**config.mk**
```make
export PLATFORM = sky130hd
export DESIGN_NAME = demux_reg
export DESIGN_NICKNAME = d
export VERILOG_FILES = /design/src/rtl/demux_reg_pkg.sv /design/src/rtl/demux_slot.sv /design/src/rtl/demux_reg.sv
export SDC_FILE = /design/constraint.sdc
export NUM_CORES = 1
export LEC_CHECK = 0
export BUFFER_PORTS_ARGS = -buffer_cell sky130_fd_sc_hd__buf_2
export CAP_MARGIN = 20
export CORE_MARGIN = 1
export CORE_UTILIZATION = 34
export CTS_BUF_LIST = sky130_fd_sc_hd__clkbuf_8
export DETAILED_ROUTE_END_ITERATION = 16
export PLACE_DENSITY = 0.63
export SLEW_MARGIN = 20
export SYNTH_ARGS = -nofsm -noshare
export SYNTH_HDL_FRONTEND = slang
export SYNTH_SLANG_ARGS = --single-unit
```
**constraint.sdc**
```tcl
create_clock -name clk -period 1.3 [get_ports clk]
set_clock_uncertainty 0.05 [all_clocks]
set_input_delay 0.065 -clock clk [delete_from_list [all_inputs] [get_ports clk]]
set_output_delay 0.065 -clock clk [all_outputs]
set_load 0.02 [all_outputs]
```
**src/rtl/demux_reg_pkg.sv**
```systemverilog
// demux_reg_pkg: shared widths and select-width helper for the demux
package demux_reg_pkg;
  localparam int DEF_WIDTH = 8;
  localparam int CNT_W = 8;
  function automatic int sel_width(input int n);
    int r;
    r = 0;
    while ((1 << r) < n) r++;
    return (r < 1) ? 1 : r;
  endfunction
endpackage

```
**src/rtl/demux_slot.sv**
```systemverilog
// demux_slot: one-entry output register; drain and load in one cycle keeps it full
module demux_slot #(
  parameter int WIDTH = 8
) (
  input  logic             clk,
  input  logic             rst,
  input  logic             load,
  input  logic             drain,
  input  logic [WIDTH-1:0] d,
  output logic [WIDTH-1:0] q,
  output logic             valid
);
  always_ff @(posedge clk) begin
    if (rst) begin
      q     <= '0;
      valid <= 1'b0;
    end else begin
      if (load) q <= d;
      valid <= load | (valid & ~drain);
    end
  end
endmodule

```
**src/rtl/demux_reg.sv**
```systemverilog
// demux_reg: registered 1-to-N stream demux with per-port slots and drop accounting
module demux_reg
  import demux_reg_pkg::*;
#(
  parameter int WIDTH = DEF_WIDTH,
  parameter int N = 2,
  localparam int SEL_W = sel_width(N)
) (
  input  logic               clk,
  input  logic               rst,
  input  logic [WIDTH-1:0]   in_data,
  input  logic [SEL_W-1:0]   in_sel,
  input  logic               in_valid,
  output logic               in_ready,
  output logic [N*WIDTH-1:0] out_data,
  output logic [N-1:0]       out_valid,
  input  logic [N-1:0]       out_ready,
  output logic [CNT_W-1:0]   drop_cnt,
  output logic               sel_err
);
  // padded to the full select range so out-of-range selects read as not busy
  logic [(1 << SEL_W)-1:0] busy;
  logic legal, take, drop;
  always_comb begin
    busy = '0;
    for (int k = 0; k < N; k++) busy[k] = out_valid[k] & ~out_ready[k];
  end
  assign legal    = int'(in_sel) < N;
  assign in_ready = ~busy[in_sel];
  assign take     = in_valid & in_ready;
  assign drop     = take & ~legal;
  for (genvar k = 0; k < N; k++) begin : g_slot
    demux_slot #(.WIDTH(WIDTH)) u_slot (
      .clk  (clk),
      .rst  (rst),
      .load (take && in_sel == SEL_W'(k)),
      .drain(out_valid[k] & out_ready[k]),
      .d    (in_data),
      .q    (out_data[k*WIDTH +: WIDTH]),
      .valid(out_valid[k])
    );
  end
  always_ff @(posedge clk) begin
    if (rst) begin
      drop_cnt <= '0;
      sel_err  <= 1'b0;
    end else begin
      if (drop && ~&drop_cnt) drop_cnt <= drop_cnt + 1'b1;
      sel_err <= sel_err | drop;
    end
  end
endmodule

```
# [Yosys cells after proc, flatten, opt, wreduce, memory -nomap -nowiden]
# Cells that the tools add are included.
[word_totals] wordCells=24 in_bits=14 ff_bits=18
[op_classes] n_lt_le_gt_ge=1 bitwise=15 n_reduce_logical=2 muxes=2
[op_table] op="AND 1 bit" count=7
[op_table] op="NOT 1 bit" count=6
[op_table] op="logical AND 1 bit" count=2
[op_table] op="< comparator 1 x 2 -> 1 bit (second input constant)" count=1
[op_table] op="2-to-1 mux 1 bit" count=2
[op_table] op="OR 1 bit" count=2

# [Depth between registers and ports, before layout]
# Gate-level depths: netlist of run 1.
[logic_depth] ltp_word=8 depth_mapped=4 depth_no_buf=3

# [Cells and area by module]
# A second synthesis of run 1 with hierarchy kept.
[hier_totals] hier_cells=79 hier_area_um2=772.0
[by_module_without_submodules] module="demux_slot" area_per_inst_um2=321.6 n_inst=2 cells_per_inst=30 seq_area_each_um2=180.2
[by_module_without_submodules] module="demux_reg" area_per_inst_um2=128.9 n_inst=1 cells_per_inst=19 seq_area_each_um2=0.0

# [Worst setup path before layout of run 1]
# Ideal clock, no wire load.
[synth_timing] kind="register to register" from="reg g_slot[1].u_slot.valid" to="reg g_slot[1].u_slot.q[3]" stages_incl_launch_ff=5 required_ns=1.131 slack_ns=0.314 arrival_ns=0.817 path_cell_list="dfxtp_1 -> nand2b_4 -> and3_1 -> buf_6 -> mux2i_1"
[synth_between] elab_chain_len=6
[synth_rtl] element="from (decl)" line_no="demux_slot.sv:11" source="output logic valid"
[synth_rtl] element="from (signal assigned)" line_no="demux_slot.sv:19" source="valid <= load | (valid & ~drain);"
[synth_rtl] element="AND 1 bit" line_no="demux_reg.sv:26" source="for (int k = 0; k < N; k++) busy[k] = out_valid[k] & ~out_ready[k];"
[synth_rtl] element="2-to-1 mux 1 bit (implied by the code) (2 in series)" line_no="demux_reg.sv:29" source="assign in_ready = ~busy[in_sel];"
[synth_rtl] element="NOT 1 bit" line_no="demux_reg.sv:29"
[synth_rtl] element="AND 1 bit" line_no="demux_reg.sv:30" source="assign take = in_valid & in_ready;"
[synth_rtl] element="logical AND 1 bit" line_no="demux_reg.sv:36" source=".load (take && in_sel == SEL_W'(k)),"
[synth_rtl] element="to (signal assigned)" line_no="demux_slot.sv:15" source="q <= '0;"
[synth_rtl] element="to (signal assigned)" line_no="demux_slot.sv:18" source="if (load) q <= d;"
[synth_rtl] element="to (decl)" line_no="demux_slot.sv:10" source="output logic [WIDTH-1:0] q,"
# Every way passes these cells. The select of a mux whose other input is x is not followed.
# A chain may end at the register's enable or synchronous reset.

# [Worst setup path after layout of run 1]
[layout_timing] from="reg g_slot[0].u_slot.valid" to="out in_ready"
[layout_between] elab_chain_len=4
[layout_rtl] element="from (decl)" line_no="demux_slot.sv:11"
[layout_rtl] element="from (signal assigned)" line_no="demux_slot.sv:19"
[layout_rtl] element="AND 1 bit" line_no="demux_reg.sv:26"
[layout_rtl] element="2-to-1 mux 1 bit (implied by the code) (2 in series)" line_no="demux_reg.sv:29"
[layout_rtl] element="NOT 1 bit" line_no="demux_reg.sv:29"
[layout_rtl] element="to (decl)" line_no="demux_reg.sv:14" source="output logic in_ready,"
# Every way passes these cells. The select of a mux whose other input is x is not followed.

==> results of run 1 <==
[cells by family after synthesis]
family                 Yosys count  synth area share
AO/OA/AOI/OAI                    2            0.0115
flip-flops                      18             0.415
AND/OR/NAND/NOR                 30             0.242
buffers and inverters           15             0.130
multiplexers                    17             0.197
other                            1           0.00432
[per-layer routing]
layer	global-route usage	part of all wire	vias to the layer above
met4	0.0789	0.018	0
met1	0.151	0.45	274
met3	0.0290	0.064	4
li1	-	-	307
met5	0	0	-
met2	0.198	0.47	29
[layout by cell type, fill, tap and decap left out]
cell	instances
a21oi_1	2
and3_1	1
and3b_1	1
buf_2	32
clkbuf_8	3
conb_1	9
dfxtp_1	18
mux2_2	1
mux2i_1	16
nand2b_1	24
nand2b_4	2
nand3_2	1
nand3b_1	1
[path summary, 6_finish.rpt]
path,from,to,slack [ns],depth (start not counted)
max,g_slot[0].u_slot.valid,in_ready,0.07,3
min,in_data[3],g_slot[0].u_slot.q[3],0.05,3
max reg2reg,g_slot[1].u_slot.valid,g_slot[1].u_slot.q[6],0.21,3
min reg2reg,g_slot[1].u_slot.q[3],g_slot[1].u_slot.q[3],0.42,2
[final cells by class]
type | count | share of cell area
Tap cell | 28 | 0.0343
Clock buffer | 3 | 0.0404
Multi-Input combinational cell | 58 | 0.416
Sequential cell | 18 | 0.353
Timing Repair Buffer | 32 | 0.157
[registers in the layout (all words and copies together) (netlist names)]
register / cells
g_slot.u_slot.q: 16
g_slot.u_slot.valid: 2
[power breakdown]
group          leakage [nW]  internal [mW]  switching, mW  total, mW
clock                0.0216          0.205          0.167      0.373
combinational         0.350         0.0793          0.119      0.199
sequential            0.147          0.581         0.0162      0.597
[per-stage QoR]
stage                     worst slack [ns]  total power, mW  cells  utilization
after floorplan                      0.314            0.778     91            -
after global placement               0.242            0.807    136        0.423
after detailed placement             0.225            0.810    136        0.423
after CTS                           0.0539             1.18    139        0.441
after global routing                0.0205             1.23    139        0.441
final                               0.0672             1.17    139        0.441
[worst max-delay path, cell delays in order, from the launching register on]
cell and delay (ns):
dfxtp_1 0.38, nand2b_4 0.08, mux2_2 0.26, buf_2 0.16
[synthesized netlist by cell type, drive strengths merged]
master / instances / area share
nand3b: 1 / 0.0086
dfxtp: 18 / 0.41
and3: 1 / 0.0072
and3b: 1 / 0.010
nand2b: 26 / 0.20
conb: 1 / 0.0043
buf: 13 / 0.12
a21oi: 2 / 0.012
mux2: 1 / 0.013
clkbuf: 2 / 0.0086
mux2i: 16 / 0.18
nand3: 1 / 0.012
==> results.md, run 1 <==
- 1st-pass router iterations: 4
- Number of port buffers: 32
- Antenna-violating nets left: 0
- Grt total ovfl: 0
- ANT cells: 0
- Vias in the first global route: between 500 and 600
- Die Area: around 2800 um^2
- Multi-input gate area: 425 um^2
- Die Wd: ~53 um
- Final hold slack: between 0.04 and 0.05 ns
- Status: completed
- Maximum vdd drop: a little over 0.0006 V
- First-pass GRT wire length: about 2.5 mm
- GP Congestion: approximately 0.66
- Share of layout cells above drive strength 1: 0.351
- CTS HTree Levels: 1
- Post-CTS setup buffers: 0
- Via count: between 600 and 700
- # DRC: 0
- Routed WL: 1.50 mm
- YS warnings: 0
- Synthesis-to-finish area growth: 17.7%
- Clock Sinks: 18
- Mapped Area: between 800 and 900 um^2
- Clock Tree Root: clkbuf_8
- Final nets: around 130
- Design Area, Final: around 1000 um^2
- Part of the cycle the worst path needs: 0.948
- CTS buffer count: 3
- Core region area: roughly 2300 um^2
- Seq/Total Area, Yosys: 0.415
- Req. time, crit path: roughly 1.2 ns
- CP arrival: 1.12 ns
- Peak Freq: 811 MHz
- Fin crit period: about 1.2 ns
- TritonCTS clock tree: yes
- Maximum fanout along the worst path: 4
- Gr usage total: 0.125
- Fillcell total: 250
- Routed length per placed instance: about 11 um
- Pwr/cell area: around 1100 nW/um^2
- Post-CTS Hold Buffers: 0
- Final hold violations: 0
- Critical Path Start Type: flop
- Clock Path Buffers: 2
- Seq cells post-synth: 18
- Setup crit end kind: output port
- Cells after synthesis: 83
- RSZ-0062 raised after global routing: no
- # rows: 17
- Final TNS setup: 0 ns
- Clk slew on worst S/H paths: around 0.06 ns
- Starting Density: 0.375
- I/O pin cnt: between 40 and 50
- Leak pwr: between 0.5 and 0.6 nW
- Post-DP Area: 981 um^2
- Max Cap Viol: 0
- # setup viols final: 0
- Post-synthesis cell type count: 14
- Mapped Avg Cell Area: between 10 and 15 um^2
- Largest net degree at the start of global routing: 27
- Max Transition Viols Final: 0
- Critical path class: reg -> out
- Initial antenna violation count: 0
- Die height: about 53 um
- Tightest Hold Check Type: in -> reg
- Number of DRC markers in iteration 0: 3
- Post-cts sizing count: 0
- Clock latency on the worst-skew pair: ~0.25 ns
- FF/Latch Area: about 360 um^2
- Routed vias/inst: about 4.4
No activity file was read; power rests on OpenSTA's default activity.
==> run 2, diff against run 1 <==
Settings changed: ABC_AREA set to 1, CORE_ASPECT_RATIO set to 2, PLACE_DENSITY 0.63 to 0.61.
==> results.md, run 2 <==
- Number of DRC markers in iteration 0: 17
- HPWL Detailed: ~1.5 mm
- Gr usage total: 0.140
- YS warnings: 0
- Max Cap Viol: 0
- Initial antenna violation count: 0
- ANT cells: 0
- Max Transition Viols Final: 0
- Post-synthesis cell type count: 16
- # rows: 27
- Routed vias/inst: 4.15
- Max reg flops: 16
- Tightest Hold Check Type: in -> reg
- GP Congestion: 0.734
- Worst Path Buf+Inv: 1
- Maximum fanout along the worst path: 11
- Largest Register: g_slot.u_slot.q
- Top FF cell, synth: dfxtp_1
- # DRC: 0
- Post-synth EDFFs: 0
- RSZ-0062 raised after global routing: no
- CP arrival: between 1 and 1.5 ns
- Worst path max stage delay: about 0.33 ns
- Critical Path Start Type: flop
- Clock Sinks: 18
- Top Family by Delay on Critical Path: flip-flops
- CTS buffer count: 3
- Commonest non-fill, non-tap cell in the layout: inv_1
- # setup viols final: 0
- Cells after synthesis: approximately 160
- First-pass GRT wire length: ~3.2 mm
- Synth area leaders: dfxtp_1 (35%), inv_1 (16%), nand2_1 (14%)
- Die height: approximately 80 um
- Critical path class: reg -> out
- Req. time, crit path: 1.19 ns
- Number of port buffers: 32
- Antenna-violating nets left: 0
- R2R cell count: 5
- I/O pin cnt: 42
- Final hold slack: 0.103 ns
- Slowest cell on crit path: dfxtp_1
- Biggest area consumer among synthesized cells: dfxtp_1
- Seq/Total Area, Yosys: 0.351
- Final hold violations: 0
- Pwr/cell area: 1130 nW/um^2
- Most common cell in the netlist: inv_1
- Mapped Area: just over 1000 um^2
- Final nets: just under 200
- Largest regs: g_slot.u_slot.q x16, g_slot.u_slot.valid x2
- Multi-input gate area: between 400 and 500 um^2
- Mapped Avg Cell Area: between 6 and 7 um^2
- Clk slew on worst S/H paths: approximately 0.070 ns
- Part of the cycle the worst path needs: 0.926
- Post-synth top cells: inv_1 (43), nand2_1 (37), dfxtp_1 (18)
- Routed WL: between 1.5 and 2 mm
- Clock latency on the worst-skew pair: 0.25 ns
- Levels on crit path: 4
- CTS HTree Levels: 1
- Setup crit end kind: output port
- Clock Path Buffers: 2
- Die Wd: 40.9 um
- Grt total ovfl: 0
- Vias in the first global route: 795
- Starting Density: 0.366
- Clock Tree Root: clkbuf_8
- Post-synth top area share: 0.351
- Seq cells post-synth: 18
- Die Area: around 3300 um^2
- Most frequent cells in the layout: inv_1 (43), nand2_1 (36), buf_2 (32)
- Fin crit period: between 1 and 1.5 ns
- FF/Latch Area: 360 um^2
- Maximum vdd drop: roughly 0.00058 V
- TritonCTS clock tree: yes
- Share of layout cells above drive strength 1: 0.250
- Routed length per placed instance: 9.06 um
- Leak pwr: 0.751 nW
- Via count: ~880
- Post-synth ARST share: 0
- 1st-pass router iterations: 4
- Fillcell total: 328
- Status: completed
- Worst path cell trace: nand2_4, nor2_1, a31oi_1, buf_2
- Hold Path Depth: 5
- Core region area: approximately 2800 um^2
- Synthesis-to-finish area growth: 16.7%
- Largest net degree at the start of global routing: 19
- Final TNS setup: 0 ns
- Peak Freq: a little over 800 MHz
## run 2: cell type report
class,count,share of cell area
multi-input cells,83,0.337
flip-flops and latches,18,0.301
inverters,46,0.146
well taps,29,0.0303
clock buffers,4,0.0459
repair buffers,33,0.140
## run 2: worst paths after layout
kind	endpoint	startpoint	slack, ns
setup / recovery	in_ready	g_slot[0].u_slot.valid	0.1
setup reg to reg	g_slot[1].u_slot.q[0]	g_slot[1].u_slot.valid	0.35
hold / removal	g_slot[0].u_slot.q[3]	in_data[3]	0.10
hold reg to reg	g_slot[0].u_slot.q[4]	g_slot[0].u_slot.q[4]	0.46
## run 2: power by group
| part | internal [mW] | switching [mW] |
|---|---|---|
| Clock | 0.269 | 0.187 |
| Sequential | 0.590 | 0.0182 |
| Combinational | 0.0962 | 0.197 |
## run 2: routing by layer
layer,global-route usage,wire [um]
met2,0.244,1110
met1,0.142,740
met3,0.0251,54
met5,0,0
met4,0.0700,20
## run 2: kinds of logic (layout without fill, tap and decap cells)
family	after synthesis	in the layout	synth area share
compound gates	1	1	0.00609
buf+inv	62	83	0.292
flops	18	18	0.351
other cells	1	9	0.00365
simple gates	73	73	0.347
## run 2: through the flow
step,cells,total power [mW],setup WS (ns),cell area (um^2),util
3_5_place_dp,209,0.915,0.200,1140,0.405
2_1_floorplan,163,0.865,0.209,1060,-
4_1_cts,213,1.38,0.0291,1190,0.426
5_1_grt,213,1.45,0.0255,1200,0.427
3_3_place_gp,209,0.913,0.207,1140,0.405
6_report,213,1.36,0.0963,1200,0.427
## run 2: worst register-to-register path: stages, from the launching register on
cell and delay, ns:
dfxtp_1 0.35, nand2_4 0.14, nand3_4 0.13, nand2_1 0.09, inv_1 0.04, nor2_2 0.09
## run 2: repair_timing
item                                    CTS  global route
hold buffers                              0             0
setup buffers                             0             0
resized for setup                         1             1
endpoints found under the setup margin    1             1
==> run 3, diff against run 2 <==
Settings changed: SETUP_SLACK_MARGIN set to 0.1.
==> results.md, run 3 (synthesized netlist as in run 2, its figures left out) <==
- Fin crit period: around 1.1 ns
- Hold EP: g_slot[0].u_slot.q[3]
- CP arrival: 0.99 ns
- Max Transition Viols Final: 0
- RSZ-0062 raised after global routing: no
- I/O pin cnt: between 40 and 50
- Sw frac: 0.296
- Leak pwr: roughly 0.76 nW
- First-pass GRT wire length: roughly 3.2 mm
- Initial antenna violation count: 0
- Largest regs: g_slot.u_slot.q x16, g_slot.u_slot.valid x2
- R2R cell count: 6
- Final nets: 200
- Gate power share: 0.217
- Routed vias/inst: ~4
- CTS buffer count: 3
- Die height: 79.7 um
- Worst slack, placed: roughly 0.2 ns
- Critical path class: reg -> out
- CTS HTree Levels: 1
- GP Congestion: ~0.73
- Internal power: around 960 uW
- Die Wd: between 40 and 50 um
- Overall power: 1.36 mW
- TritonCTS clock tree: yes
- Max Cap Viol: 0
- Final TNS setup: 0 ns
- Number of port buffers: 32
- Post-CTS Hold Buffers: 0
- Reg2reg setup slack: between 0.3 and 0.4 ns
- PnR worst setup slack: 0.193 ns
- Critical Path Start Type: flop
- Clock latency on the worst-skew pair: around 0.25 ns
- Status: completed
- ANT cells: 0
- Post-DP Area: roughly 1100 um^2
- Design Area, Final: 1210 um^2
- Largest Register: g_slot.u_slot.q
- Sequential power share: 0.448
- Maximum vdd drop: 0.000578 V
- # setup viols final: 0
- Max reg flops: 16
- Routed WL: about 1.9 mm
- Most frequent cells in the layout: inv_1 (43), nand2_1 (36), buf_2 (32)
- Pwr/cell area: between 1000 and 1500 nW/um^2
- Starting Density: 0.366
- Final hold violations: 0
- Tightest Hold Check Type: in -> reg
- NetSw: between 400 and 500 uW
- HP Start: in_data[3]
- Via count: between 800 and 900
- Number of DRC markers in iteration 0: 14
- Final Core Density: 0.430
- HPWL Detailed: around 1.5 mm
- Clock Path Buffers: 2
- Commonest non-fill, non-tap cell in the layout: inv_1
- Clk slew on worst S/H paths: about 0.07 ns
- Vias in the first global route: 803
- Antenna-violating nets left: 0
- Req. time, crit path: 1.19 ns
- Clk pwr share: 0.335
- Gr usage total: 0.140
- Peak Freq: about 900 MHz
- Worst R2R End: g_slot[0].u_slot.q[1]
- Clock Tree Root: clkbuf_8
- Share of layout cells above drive strength 1: 0.254
- # rows: 27
- 1st-pass router iterations: 3
- Core region area: approximately 2800 um^2
- Grt total ovfl: 0
- # DRC: 0
- Synthesis-to-finish area growth: 17.4%
- Worst reg2reg startpoint: g_slot[0].u_slot.valid
- Routed length per placed instance: 8.95 um
- Largest net degree at the start of global routing: 19
- Part of the cycle the worst path needs: 0.851
- Setup crit end kind: output port
- Clock Sinks: 18
- Hold Path Depth: 5
- Die Area: approximately 3300 um^2
- Maximum fanout along the worst path: 2
run 3: how the worst max path moves through the flow:
stage	start	depth (start not counted)	to
6_report	g_slot[0].u_slot.valid	4	in_ready
5_1_grt	g_slot[0].u_slot.valid	4	in_ready
4_1_cts	g_slot[0].u_slot.valid	4	in_ready
3_5_place_dp	g_slot[0].u_slot.valid	5	g_slot[0].u_slot.q[7]
3_3_place_gp	g_slot[0].u_slot.valid	4	in_ready
2_1_floorplan	g_slot[0].u_slot.valid	4	in_ready
run 3: layout make-up:
class / count / area [um^2]
tap: 29 / 36.3
multi-input combinational: 83 / 404
fill: 329 / 1600
sequential: 18 / 360
timing repair buffer: 34 / 175
clock buffer: 4 / 55.1
inverter: 46 / 175
run 3: layer usage:
layer | wire length, um | track usage
met1 | 727 | 0.141
met2 | 1110 | 0.245
met3 | 53 | 0.0251
met4 | 20 | 0.0700
met5 | 0 | 0
run 3: repair_timing:
| action | in CTS | in global routing |
|---|---|---|
| gates resized for setup | 2 | 0 |
| endpoints found under the setup margin | 1 | 0 |
| buffers inserted | 1 | 0 |
run 3: metrics by stage:
step                      instances  hold slack, ns
after floorplan                 163           0.250
after global placement          209           0.369
after detailed placement        209           0.364
after CTS                       214           0.103
after global routing            214           0.128
final                           214           0.100
run 3: power by group through the flow:
stage / Sequential, mW / Clock, mW / Combinational (mW)
after CTS: 0.609 / 0.480 / 0.299
after detailed placement: 0.620 / 0 / 0.295
after global routing: 0.615 / 0.498 / 0.334
after global placement: 0.620 / 0 / 0.293
final: 0.608 / 0.455 / 0.295
after floorplan: 0.664 / 0 / 0.201
run 3: worst max-delay path, stage by stage (launching register included):
cell,delay (ns)
dfxtp_1,0.33
nand2_4,0.06
nor2_1,0.04
a31oi_1,0.13
buf_2,0.18
